===== src/rtl/nfca_tx_scheduler.sv =====
// Frame-level arbiter for the NFC-A tx stream: host frames vs. periodic REQA polls,
// one frame in flight at a time, gated on the response end or a response timeout.
module nfca_tx_scheduler #(
  parameter int          POLL_PERIOD  = 8136000,
  parameter int          RESP_TIMEOUT = 81360,
  parameter logic [7:0]  POLL_BYTE    = 8'h26,
  parameter logic [3:0]  POLL_BITS    = 4'd7
) (
  input  logic       clk,
  input  logic       rstn,
  input  logic       poll_en,
  input  logic       h_tvalid,
  output logic       h_tready,
  input  logic [7:0] h_tdata,
  input  logic [3:0] h_tdatab,
  input  logic       h_tlast,
  output logic       tx_tvalid,
  input  logic       tx_tready,
  output logic [7:0] tx_tdata,
  output logic [3:0] tx_tdatab,
  output logic       tx_tlast,
  input  logic       rx_tvalid,
  input  logic       rx_tend,
  input  logic       rx_terr,
  output logic       busy,
  output logic       resp_timeout,
  output logic       card_present,
  output logic [1:0] state_dbg
);

  localparam int PW = (POLL_PERIOD  > 2) ? $clog2(POLL_PERIOD)  : 1;
  localparam int TW = (RESP_TIMEOUT > 2) ? $clog2(RESP_TIMEOUT) : 1;
  localparam logic [PW-1:0] POLL_LAST = PW'(POLL_PERIOD - 1);
  localparam logic [TW-1:0] TO_LAST   = TW'(RESP_TIMEOUT - 1);

  typedef enum logic [1:0] {
    IDLE     = 2'd0,
    HOST_TX  = 2'd1,
    POLL_TX  = 2'd2,
    WAIT_RSP = 2'd3
  } state_t;

  state_t        state;
  logic [PW-1:0] poll_cnt;
  logic          poll_pend;
  logic [TW-1:0] to_cnt;
  logic          src_poll;

  // Valid/ready: a beat moves on a cycle where valid & ready are both high; the
  // source holds valid and payload stable until then. Host beats pass straight
  // through while HOST_TX owns the stream; the poll beat is held until accepted.
  always_comb begin
    tx_tvalid = 1'b0;
    tx_tdata  = 8'h00;
    tx_tdatab = 4'h0;
    tx_tlast  = 1'b0;
    h_tready  = 1'b0;
    case (state)
      HOST_TX: begin
        tx_tvalid = h_tvalid;
        tx_tdata  = h_tdata;
        tx_tdatab = h_tdatab;
        tx_tlast  = h_tlast;
        h_tready  = tx_tready;
      end
      POLL_TX: begin
        tx_tvalid = 1'b1;
        tx_tdata  = POLL_BYTE;
        tx_tdatab = POLL_BITS;
        tx_tlast  = 1'b1;
      end
      default: ;
    endcase
  end

  assign busy      = (state != IDLE);
  assign state_dbg = state;

  always_ff @(posedge clk) begin
    if (!rstn) begin
      state        <= IDLE;
      poll_cnt     <= '0;
      poll_pend    <= 1'b0;
      to_cnt       <= '0;
      src_poll     <= 1'b0;
      resp_timeout <= 1'b0;
      card_present <= 1'b0;
    end else begin
      resp_timeout <= 1'b0;

      // A host grant restarts the poll interval so polls never crowd host traffic.
      if (!poll_en) begin
        poll_cnt  <= '0;
        poll_pend <= 1'b0;
      end else begin
        if (state == IDLE && h_tvalid) begin
          poll_cnt <= '0;
        end else if (!poll_pend) begin
          if (poll_cnt == POLL_LAST) begin
            poll_cnt  <= '0;
            poll_pend <= 1'b1;
          end else begin
            poll_cnt <= poll_cnt + PW'(1);
          end
        end
        if (state == IDLE && !h_tvalid && poll_pend) poll_pend <= 1'b0;
      end

      case (state)
        IDLE: begin
          if (h_tvalid)                 state <= HOST_TX;
          else if (poll_pend && poll_en) state <= POLL_TX;
        end
        HOST_TX: begin
          if (h_tvalid && tx_tready && h_tlast) begin
            state    <= WAIT_RSP;
            src_poll <= 1'b0;
            to_cnt   <= '0;
          end
        end
        POLL_TX: begin
          if (tx_tready) begin
            state    <= WAIT_RSP;
            src_poll <= 1'b1;
            to_cnt   <= '0;
          end
        end
        WAIT_RSP: begin
          // A response end on the terminal count beats the timeout.
          if (rx_tvalid && rx_tend) begin
            state <= IDLE;
            if (src_poll) card_present <= ~rx_terr;
          end else if (to_cnt == TO_LAST) begin
            state        <= IDLE;
            resp_timeout <= 1'b1;
            if (src_poll) card_present <= 1'b0;
          end else begin
            to_cnt <= to_cnt + TW'(1);
          end
        end
        default: state <= IDLE;
      endcase
    end
  end

endmodule

===== config.mk =====
export PLATFORM = sky130hd
export DESIGN_NAME = nfca_tx_scheduler
export DESIGN_NICKNAME = d
export VERILOG_FILES = /design/src/rtl/nfca_tx_scheduler.sv
export SDC_FILE = /design/constraint.sdc
export NUM_CORES = 1
export LEC_CHECK = 0
export BUFFER_PORTS_ARGS = -buffer_cell sky130_fd_sc_hd__buf_2
export CAP_MARGIN = 20
export CORE_ASPECT_RATIO = 1.75
export CORE_MARGIN = 3
export CORE_UTILIZATION = 25
export CTS_BUF_LIST = sky130_fd_sc_hd__clkbuf_4
export DETAILED_ROUTE_END_ITERATION = 16
export PLACE_DENSITY_LB_ADDON = 0.1
export SYNTH_ARGS = -nofsm -noshare
export SYNTH_HDL_FRONTEND = slang
export SYNTH_SLANG_ARGS = --single-unit

===== constraint.sdc =====
create_clock -name clk -period 2.8 [get_ports clk]
set_input_delay 0.14 -clock clk [delete_from_list [all_inputs] [get_ports clk]]
set_output_delay 0.14 -clock clk [all_outputs]
set_load 0.05 [all_outputs]

-- Yosys cells after proc, flatten, opt, wreduce, memory -nomap -nowiden
Index checks and enable logic that the tools add are counted.
- output and inout port bits: 20
- register bits: 46
- word-level logic and storage cells: 74
- mux-type cells: 28
- add/subtract/negate cells: 2
- bitwise operators: 4
- equality and inequality tests: 13
- reduce and logical (&&, ||, !) cells: 20
- operator list (kind ; number):
    17-bit two-way mux ; 4
    17-bit case mux with 3 select lines ; 1
    23-bit by 1-bit adder with 23-bit output, second input constant ; 1
    23-bit == test, second input constant ; 1
    23-bit two-way mux ; 1
    17-bit by 1-bit adder with 17-bit output, second input constant ; 1
    17-bit == test, second input constant ; 1
    8-bit case mux with 2 select lines ; 1
    2-bit two-way mux ; 6
    2-bit != test, second input constant ; 6
    1-bit two-way mux ; 10
    3-bit OR reduction ; 3
    2-bit case mux with 4 select lines ; 1
    4-bit case mux with 2 select lines ; 1
    4-bit AND reduction ; 2
    1-bit logical AND ; 7
    1-bit case mux with 2 select lines ; 3
    2-bit nonzero test ; 3
    5-bit AND reduction ; 1
    2-bit == test, second input constant ; 2
    1-bit NOT ; 4
    3-bit by 2-bit != test with 1-bit output, second input constant ; 1
    3-bit != test, second input constant ; 1
    3-bit AND reduction ; 1
    other kinds (4) ; 4

-- Logic depth before layout (Yosys ltp)
- depth in word-level cells: 4
- depth in mapped cells: 9
- mapped depth without buffers: 7

-- Worst setup path before layout
No wires, ideal clock.
- path kind: register -> register
- start: register state[0] (netlist: state_dbg[0])
- end: register to_cnt[16]
- cell stages (with the launch flop): 9
- setup time: 0.095 ns
- slack: 0.333 ns
- data arrival time: 2.372 ns
- required time: 2.705 ns
- period minus slack after synthesis: 2.467 ns
- cell sequence: dfxtp_1 > inv_1 > ha_1 > clkbuf_1 > nor2b_1 > o21ai_1 > nor3b_1 > nand2_1 > o311ai_1
- cells in the longest elaborated chain, start to end: 3
- elaborated cells on any way between the ends: 10
- RTL lines (what ; RTL line ; RTL):
    start: declaration ; 43 ; state_t state;
    start signal: assignment ; 81 ; state <= IDLE;
    start signal: assignment ; 111 ; if (h_tvalid) state <= HOST_TX;
    start signal: assignment ; 112 ; else if (poll_pend && poll_en) state <= POLL_TX;
    2-bit == test or 2-bit by 1-bit == test with 1-bit output (tied branches) ; 109 ; case (state)
    2-bit != test (no line) or 3-bit nonzero test (tied branches) ; n/a ;
    5-bit AND reduction (no line) ; n/a ;
    end signal: assignment ; 138 ; to_cnt <= to_cnt + TW'(1);
    end: declaration ; 46 ; logic [TW-1:0] to_cnt;
Several ways; a longest one is shown, not always the timed one.
A chain may end at the register's enable or synchronous reset.

-- Final worst setup path
- start: register state[0] (netlist: state_dbg[0])
- end: register to_cnt[4]
Same word-level chain as after synthesis.

==> out/metrics.json <==
{
  "status": {
    "status": "finished clean"
  },
  "cells_and_area": {
    "area.growth.synth_to_final_pct": 14.9,
    "mostFrequentLayoutCells": "dfxtp_1, buf_2, nor2_1, nand2_1, a21oi_1",
    "nets": 402,
    "final_common_cell": "dfxtp_1",
    "seq_area_um2": 921,
    "final_layout_size_suffix_gt1_share_pct": 18.1,
    "multiInputGateArea_um2": 1690,
    "num-fill-cells": 1138
  },
  "critical_path": {
    "r2r_start": "state_dbg[0]",
    "critical_path.top_delay_family": "compound AO/OA/AOI/OAI gates",
    "worst_ep_required_time_ns": 3.07,
    "critPathSlowestCell": "dfxtp_1",
    "critPathArrivalTime_ns": 2.68,
    "setup.reg_to_reg.worst_slack_ns": 0.39,
    "crit-reg2reg-capture": "to_cnt[4]",
    "cp-end-kind": "register",
    "start_kind": "register",
    "max_stage_delay_ns": 0.43,
    "worst_r2r_path_depth": 8,
    "timing.critical_path.depth": 8,
    "critical_path.n_buffers_inverters": 2,
    "worstPathCellList": "inv_1 -> ha_1 -> nor2b_1 -> o21ai_1 -> nor3b_1 -> buf_4 -> nand2_1 -> o32ai_1",
    "critPathMaxFanout": 10,
    "worst-setup-path-type": "register to register"
  },
  "clock_network": {
    "cts_num_sinks": 46,
    "postCtsSetupBuffers": 0,
    "cts-buffers-inserted": 5,
    "max-clock-path-buffers": 2,
    "clock_tree.htree_level_count": 2,
    "cts_tree": "yes",
    "ctsRootBufferMaster": "clkbuf_4",
    "clk_pin_slew_worst_paths_ns": 0.15,
    "post_cts.resized_instances": 0,
    "hold_buffers": 0,
    "clk_latency_ns": 0.37
  },
  "pwr": {
    "worst_ir_drop_vdd_uv": 249,
    "share_seq_of_total_power_pct": 35.2,
    "combPwrFrac_pct": 47.8,
    "power_report.internal_total_mw": 1.03,
    "netSwitchingFraction_pct": 47.9,
    "p_switching_uw": 946,
    "cellPowerDensity_nw_per_um2": 633,
    "clock_power_share_pct": 16.9,
    "cellLeakagePower_nw": 1.06
  },
  "sta": {
    "setup-violations-final": 0,
    "grt_setup_unrepaired": "false",
    "clock-skew-final_ns": 0.00702,
    "final_hold_viol_count": 0,
    "setup-tns-final_ns": 0,
    "slew_viol_final": 0,
    "max_clock_freq_ghz": 0.415,
    "layout_min_cycle_time_ns": 2.41,
    "tightest_slew_ns": 0.636,
    "fin_hold_ws_ns": 0.0360,
    "max_slew_margin_pct": 57.2,
    "timing.final.crit_share_pct": 86.2
  },
  "route": {
    "avgViaCountPerCell": 5.35,
    "wl_per_cell_um": 17.2,
    "drt-pass1-iter-count": 4,
    "detail_route.iter0.violations": 107,
    "wirelength_um": 8670,
    "drc": 0,
    "routed-via-count": 2691,
    "ant_nets": 0
  },
  "placement": {
    "io_buffers": 40,
    "gp_congestion": 0.833,
    "post-dp-hpwl_um": 6710
  },
  "global_routing": {
    "wire_length_of_the_first_global_routing_pass_um": 13800,
    "largest_net_degree_at_the_start_of_global_routing": 18,
    "via_count_of_the_first_global_routing_pass": 2630,
    "global_route_usage_over_all_layers_pct": 14.5,
    "grt_overflow": 0,
    "grt_antenna_before_repair": 1
  },
  "synthesis": {
    "ys.warnings.count": 0,
    "syn_area_per_cell_um2": 8.15,
    "most_frequently_used_flop_master_after_synthesis": "dfxtp_1",
    "synth-edff-count": 0,
    "synth-seq-cells": 46,
    "synthesis.area_um2": 2710,
    "yosysSeqAreaShare_pct": 33.9,
    "count_of_cell_types_in_the_netlist": 58,
    "synth_async_sr_flop_share_pct": 0,
    "post_synth_inst_count": 333,
    "syn_nets": 361
  },
  "min_path": {
    "worstHoldPathCells": 3,
    "worstHoldPathType": "primary input to register",
    "hold_path_end": "poll_pend",
    "worst_hold_startpoint": "poll_en"
  },
  "die": {
    "core_area_um2": 10400,
    "design.die.area_um2": 12200,
    "initial_core_util_pct": 26.0,
    "die-width_um": 84.8,
    "die_height_um": 144,
    "pin_count": 41,
    "fp-row-count": 49
  },
  "run": {
    "number_of_maximum_capacitance_violations": 0
  }
}
==> worst min-delay path, stage by stage <==
cell and delay (ns):
buf_2 0.11, nand2_1 0.08, a21oi_1 0.04
==> how the worst max path moves through the flow <==
stage                      start         end  slack, ns
detailed placement  state_dbg[0]   to_cnt[4]       0.38
finish              state_dbg[0]   to_cnt[4]       0.39
global placement    state_dbg[0]   to_cnt[4]       0.36
floorplan           state_dbg[0]  to_cnt[16]       0.33
global route        state_dbg[0]  to_cnt[14]       0.14
CTS                 state_dbg[0]   to_cnt[4]       0.33
==> synth_stat cells (all sizes together), types with 2 or more instances <==
library cell | number | area, um^2
a211oi | 2 | 15.0
a21oi | 24 | 124
a31o | 2 | 17.5
a31oi | 4 | 25.0
and2 | 10 | 62.6
and3 | 4 | 25.0
and4 | 3 | 26.3
buf | 7 | 47.5
clkbuf | 8 | 30.0
dfxtp | 46 | 921
ha | 7 | 87.6
inv | 6 | 22.5
nand2 | 31 | 116
nand3 | 20 | 105
nand3b | 4 | 30.0
nand4 | 15 | 93.8
nand4b | 4 | 35.0
nor2 | 31 | 116
nor2b | 10 | 62.6
nor3 | 12 | 76.3
nor4 | 7 | 56.3
o211ai | 7 | 52.6
o21ai | 14 | 85.1
o311ai | 8 | 70.1
o31ai | 2 | 20.0
o41ai | 3 | 26.3
or2b | 2 | 15.0
or3 | 3 | 18.8
or4 | 4 | 33.8
or4b | 2 | 20.0
xnor2 | 6 | 52.6
xor2 | 11 | 96.3
==> metal layers <==
metal,wire length (um),up-vias,global-route usage [%]
met2,5140,49,29.0
met5,0,-,0
met3,192,16,2.01
met4,267,0,6.84
li1,-,1319,-
met1,3070,1307,14.1
==> area by class of cell <==
class	count	share of cell area (%)
Multi-Input combinational cell	265	54.2
Sequential cell	46	29.5
Timing Repair Buffer	49	8.58
Tap cell	127	5.09
Clock buffer	6	1.44
Inverter	7	0.842
Clock inverter	2	0.281
Antenna cell	1	0.0802
==> sequential cells by signal, summed over array words and instances, names as in the netlist <==
name          flops
card_present      1
poll_cnt         23
poll_pend         1
resp_timeout      1
src_poll          1
state_dbg         2
to_cnt           17
==> power by group through the flow <==
stage               clock, mW  sequential [mW]  combinational (mW)
floorplan                   0            0.749               0.652
global placement            0            0.709               0.948
detailed placement          0            0.711               0.947
CTS                     0.356            0.697               0.951
global route            0.378            0.700                1.02
finish                  0.335            0.695               0.945
==> stage by stage <==
step | total power, mW | cell area, um^2 | instances | util, % | setup WS [ns]
final | 1.97 | 3120 | 503 | 29.9 | 0.388
after CTS | 2.00 | 3120 | 502 | 29.9 | 0.328
after detailed placement | 1.66 | 3060 | 494 | 29.4 | 0.375
after floorplan | 1.40 | 2710 | 333 | - | 0.333
after global routing | 2.10 | 3120 | 503 | 29.9 | 0.140
after global placement | 1.66 | 3060 | 494 | 29.4 | 0.357
==> kinds of logic (layout without fill, tap and decap cells) <==
group / after synthesis / count (layout) / synth area share, %
DFF: 46 / 46 / 33.9
and+or+nand+nor: 169 / 169 / 35.4
muxes: 1 / 1 / 0.369
AOI/OAI and AO/OA: 71 / 71 / 17.8
adders and majority gates: 7 / 7 / 3.23
xor gates and xnor gates: 17 / 17 / 5.49
buffers and inverters: 22 / 64 / 3.83
other: 0 / 1 / 0
(Power assumes the default switching activity.)
